===== config.mk =====
export PLATFORM = sky130hd
export DESIGN_NAME = grf_write_arbiter
export DESIGN_NICKNAME = d
export VERILOG_FILES = /design/src/rtl/grf_write_arbiter.sv
export SDC_FILE = /design/constraint.sdc
export NUM_CORES = 1
export LEC_CHECK = 0
export CORE_AREA = 2 2 207 209
export DETAILED_ROUTE_END_ITERATION = 6
export DIE_AREA = 0 0 209 211
export SYNTH_ARGS = -nofsm -noshare
export SYNTH_HDL_FRONTEND = slang
export SYNTH_SLANG_ARGS = --single-unit
export TNS_END_PERCENT = 1

===== constraint.sdc =====
create_clock -name clk -period 4.38 [get_ports clk]
set_input_delay 0.876 -clock clk [delete_from_list [all_inputs] [get_ports clk]]
set_output_delay 0.876 -clock clk [all_outputs]
set_load 0.01 [all_outputs]

===== src/rtl/grf_write_arbiter.sv =====
// Register-file write-port arbiter: same-cycle primary write-back merged with a
// FIFO-queued multi-cycle result stream, plus a pending-write query for the decoder.
module grf_write_arbiter #(
    parameter int DEPTH    = 4,
    parameter int MAX_WAIT = 3
) (
    input  logic        clk,
    input  logic        reset,
    input  logic        pri_valid,
    input  logic [31:0] pri_pc,
    input  logic [4:0]  pri_addr,
    input  logic [31:0] pri_data,
    output logic        pri_stall,
    input  logic        sec_valid,
    output logic        sec_ready,
    input  logic [31:0] sec_pc,
    input  logic [4:0]  sec_addr,
    input  logic [31:0] sec_data,
    input  logic [4:0]  query_addr,
    output logic        query_busy,
    output logic [31:0] wr_pc,
    output logic [4:0]  wr_addr,
    output logic [31:0] wr_data,
    output logic        wr_en
);
    localparam int PW = (DEPTH > 1) ? $clog2(DEPTH) : 1;
    localparam int CW = $clog2(DEPTH + 1);
    localparam int WW = $clog2(MAX_WAIT + 1);

    typedef struct packed {
        logic [31:0] pc;
        logic [4:0]  addr;
        logic [31:0] data;
    } wr_req_t;

    wr_req_t        mem [DEPTH];
    logic [PW-1:0]  head, tail;
    logic [CW-1:0]  count;
    logic [WW-1:0]  wait_cnt;
    wr_req_t        head_e, pri_e, sec_e, sel;
    logic           empty, full, push, pop, force_slot;
    logic [DEPTH-1:0] hit;

    assign pri_e = '{pc: pri_pc, addr: pri_addr, data: pri_data};
    assign sec_e = '{pc: sec_pc, addr: sec_addr, data: sec_data};

    always_comb begin
        empty      = (count == '0);
        full       = (count == CW'(DEPTH));
        head_e     = mem[head];
        force_slot = !empty && (wait_cnt == WW'(MAX_WAIT));
        // No push-through: readiness depends on registered count only.
        sec_ready  = !reset && !full;
        push       = sec_valid && sec_ready;
    end

    always_comb begin
        sel       = '0;
        wr_en     = 1'b0;
        pop       = 1'b0;
        pri_stall = 1'b0;
        if (!reset) begin
            if (force_slot) begin
                sel       = head_e;
                wr_en     = 1'b1;
                pop       = 1'b1;
                pri_stall = pri_valid;
            end else if (pri_valid) begin
                sel   = pri_e;
                wr_en = 1'b1;
            end else if (!empty) begin
                sel   = head_e;
                wr_en = 1'b1;
                pop   = 1'b1;
            end
        end
    end

    assign wr_pc   = sel.pc;
    assign wr_addr = sel.addr;
    assign wr_data = sel.data;

    always_ff @(posedge clk) begin
        if (reset) begin
            head     <= '0;
            tail     <= '0;
            count    <= '0;
            wait_cnt <= '0;
        end else begin
            if (push) tail <= tail + PW'(1);
            if (pop)  head <= head + PW'(1);
            if (push && !pop)
                count <= count + CW'(1);
            else if (pop && !push)
                count <= count - CW'(1);
            // A non-empty head that was not popped lost to primary this cycle.
            if (pop || empty)
                wait_cnt <= '0;
            else if (wait_cnt != WW'(MAX_WAIT))
                wait_cnt <= wait_cnt + WW'(1);
        end
    end

    always_ff @(posedge clk) begin
        if (push) mem[tail] <= sec_e;
    end

    // Entry i is live when its distance from head is below count.
    for (genvar i = 0; i < DEPTH; i++) begin : g_match
        logic [PW-1:0] off;
        assign off    = PW'(i) - head;
        assign hit[i] = (CW'(off) < count) && (mem[i].addr == query_addr);
    end

    assign query_busy = !reset && (query_addr != 5'd0) && (|hit);

endmodule


==> summary.md <==
| Metric | Value |
|---|---|
| Max Slew Vio Count | 0 |
| Area leader, netlist | edfxtp_1 |
| CP Capture Type | primary output |
| Die height | approximately 210 um |
| Area of the mapped netlist | 11600 um2 |
| Sequential area share after synthesis | around three quarters |
| Cts repair resizes | 0 |
| Avg Cell Area, Syn | around 21 um2 |
| Layout cells sized above 1 | between 10% and 20% |
| Routability cong. | between 0.7 and 0.8 |
| Post-synth EDFFs | around 280 |
| WP data arrival | between 2 and 3 ns |
| Unrepaired setup endpoints after global routing | false |
| DP Area | between 10000 and 15000 um2 |
| Core ar. | 41800 um2 |
| Setup CP Type | input port to primary output |
| Max-Cap Viols | 0 |
| Worst skew pair latency | between 0.5 and 0.6 ns |
| Routed Antenna Nets | 0 |
| Yosys warning count | 0 |
| Initial antenna violation count | 1 |
| CTS tree | yes |
| Worst R2R End | count[2]$_SDFFE_PP0P_ |
| Max IR drop VDD | between 300 and 400 uV |
| Standby leakage power | between 0.005 and 0.006 uW |
| Share of the synthesized area in the top cell type | a little under three quarters |
| Final Hold Vio Count | 0 |
| Internal power | roughly 6000 uW |
| Total wire length | about 26000 um |
| Net Sw Frac | about 24% |
| Initial DRC Count | ~230 |
| FF-to-FF setup slack | about 1.8 ns |
| Gr usage total | about an eighth |
| Filler Cell Count | ~3800 |
| Die W | roughly 210 um |
| Flops & latches, synth | ~290 |
| Clock power share | a little under two fifths |
| Final Cell Area | ~16000 um2 |
| Worst hold path stage count | 1 |
| Cell area power density | between 500 and 600 nW/um2 |
| Drt drc | 0 |
| Status | complete, no violations |
| Sequential power share | about two fifths |
| Setup violations, final | 0 |
| Die area | 44100 um2 |
| Worst slew margin | 51.8% |
| Most frequent cells in the layout | edfxtp_1 (276), clkdlybuf4s50_1 (219), mux4_2 (69) |
| First-pass GRT wire length | 39500 um |
| HPWL after detailed placement | 16500 um |
| Hold path start | wait_cnt[0]$_SDFFE_PP0P_ |
| Clk buf depth | 3 |
| CTS root buffer | clkbuf_16 |
| CTS clk-pin slew, worst paths | about 0.060 ns |
| Startpoint Class | input port |
| Crit share post-route | between 80% and 90% |
| Largest net degree at the start of global routing | 70 |
| IO Pins | 220 |
| Via/cell ratio | 4.60 |
| Crit path max fanout | 5 |
| # H-tree levels | 1 |
| Area growth syn-to-layout | 34.6% |
| Gate power share | a little over a fifth |
| DRT Pass-1 Iters | 4 |
| NetSw | just under 2000 uW |
| Clock buffer count from CTS | 31 |
| Hold path endpoint | wait_cnt[0]$_SDFFE_PP0P_ |
| Async S/R FF share, synth | 0% |
| Clk sink count | around 290 |
| Worst R2R Path Depth | 9 |
| Worst Path Required | 3.50 ns |
| Fmax | between 200 and 300 MHz |
| Vias | about 6200 |
| Vias in the first global route | 6491 |
| Rows | 75 |
| Prevailing post-synth register cell | edfxtp_1 |
| Synthesized instance count | 562 |
| Commonest non-fill, non-tap cell in the layout | edfxtp_1 |
| Worst min path class | flip-flop to flip-flop |
| Worst Skew | about 0.014 ns |
| Area contributors post-synth | edfxtp_1 (71%), mux4_2 (13%), a22o_1 (5.1%) |
| Initial core utilization | 27.8% |
| Minimum clock period after layout | 3.79 ns |
| Post-Synthesis Net Count | 720 |
| Wire per inst | 19.4 um |
| Synth cell types | 35 |
| Reg-to-Reg Start | count[0]$_SDFFE_PP0P_ |
| Grt total ovfl | 0 |
| Fin nets | between 900 and 1000 |
| Worst Max-Slew Pin Slew | 0.723 ns |
| Buffers inserted by post-CTS timing repair | 0 |
| I/O Buffers | ~220 |
| CTS Hold Bufs | 0 |
| Setup TNS Final | 0 ns |
## kinds of logic (layout without fill, tap and decap cells)
family,after synthesis,after routing,share of synthesized area [%]
simple gates,35,35,1.73
xor+xnor,26,26,1.96
mux,70,70,13.5
other cells,0,1,0
flops,287,287,73.2
fa+ha+maj,11,11,1.25
buf+inv,50,303,2.31
compound gates,83,83,6.10
## routing by layer
metal / global-route usage [%] / wire length [um]
met5: 0 / 0
met4: 3.10 / 477
met3: 2.82 / 1740
met2: 19.2 / 12100
met1: 15.9 / 11900
## state kept, by name (all words and copies together) (netlist names), named ones only
register and cells:
mem 276, count 3, head 2, tail 2, wait_cnt 2
## power by group through the flow
stage,registers (uW),logic [uW],clock network [uW]
final,3330,1660,2940
after global routing,3360,1790,3130
after CTS,3340,1700,3020
after detailed placement,3400,1690,0
after global placement,3390,1690,0
after floorplan,3290,1120,0
## critical path: stages
cell and delay [ns]:
clkdlybuf4s50_1 0.62, xnor2_1 0.17, nand4_1 0.13, a2111oi_2 0.24, a21oi_1 0.07, a311oi_1 0.23
clkdlybuf4s50_1 0.58
## through the flow
stage / power (uW) / std cells / setup slack, ns / hold slack, ns / util [%]
6_report: 7920 / 1355 / 0.594 / 0.432 / 37.5
5_1_grt: 8280 / 1354 / 0.367 / 0.469 / 37.5
4_1_cts: 8060 / 1354 / 0.509 / 0.439 / 37.5
3_5_place_dp: 5090 / 1296 / 0.618 / 0.428 / 34.7
3_3_place_gp: 5080 / 1296 / 0.567 / 0.417 / 34.7
2_1_floorplan: 4410 / 562 / 0.906 / 0.405 / -
## worst max-delay path by stage
stage	startpoint	to
floorplan	reset	mem[0][0]$_DFFE_PP_
global placement	query_addr[1]	query_busy
detailed placement	query_addr[1]	query_busy
CTS	flip-flop	wr_addr[3]
global route	flip-flop	wr_pc[28]
finish	query_addr[1]	query_busy
## final cells by class
type	instances	area, um2	area share, %
Sequential cell	287	8520	54.4
Clock buffer	35	821	5.24
Timing Repair Buffer	233	2370	15.2
Inverter	12	45.0	0.288
Multi-Input combinational cell	225	2870	18.3
Clock inverter	23	354	2.26
Tap cell	539	674	4.31
Antenna cell	1	2.50	0.0160
## cells in the mapped netlist (all sizes together), types with 2 or more instances
library cell    n
a21oi           6
xnor2           8
buf            21
o21ai           2
nor2           13
clkbuf         17
a22o           68
ha             10
mux4           69
a221oi          3
inv            12
nand2           5
and3            5
nor2b           2
edfxtp        276
dfxtp          11
nor4            3
xor2           18
nor3            3
(Power assumes the default switching activity.)
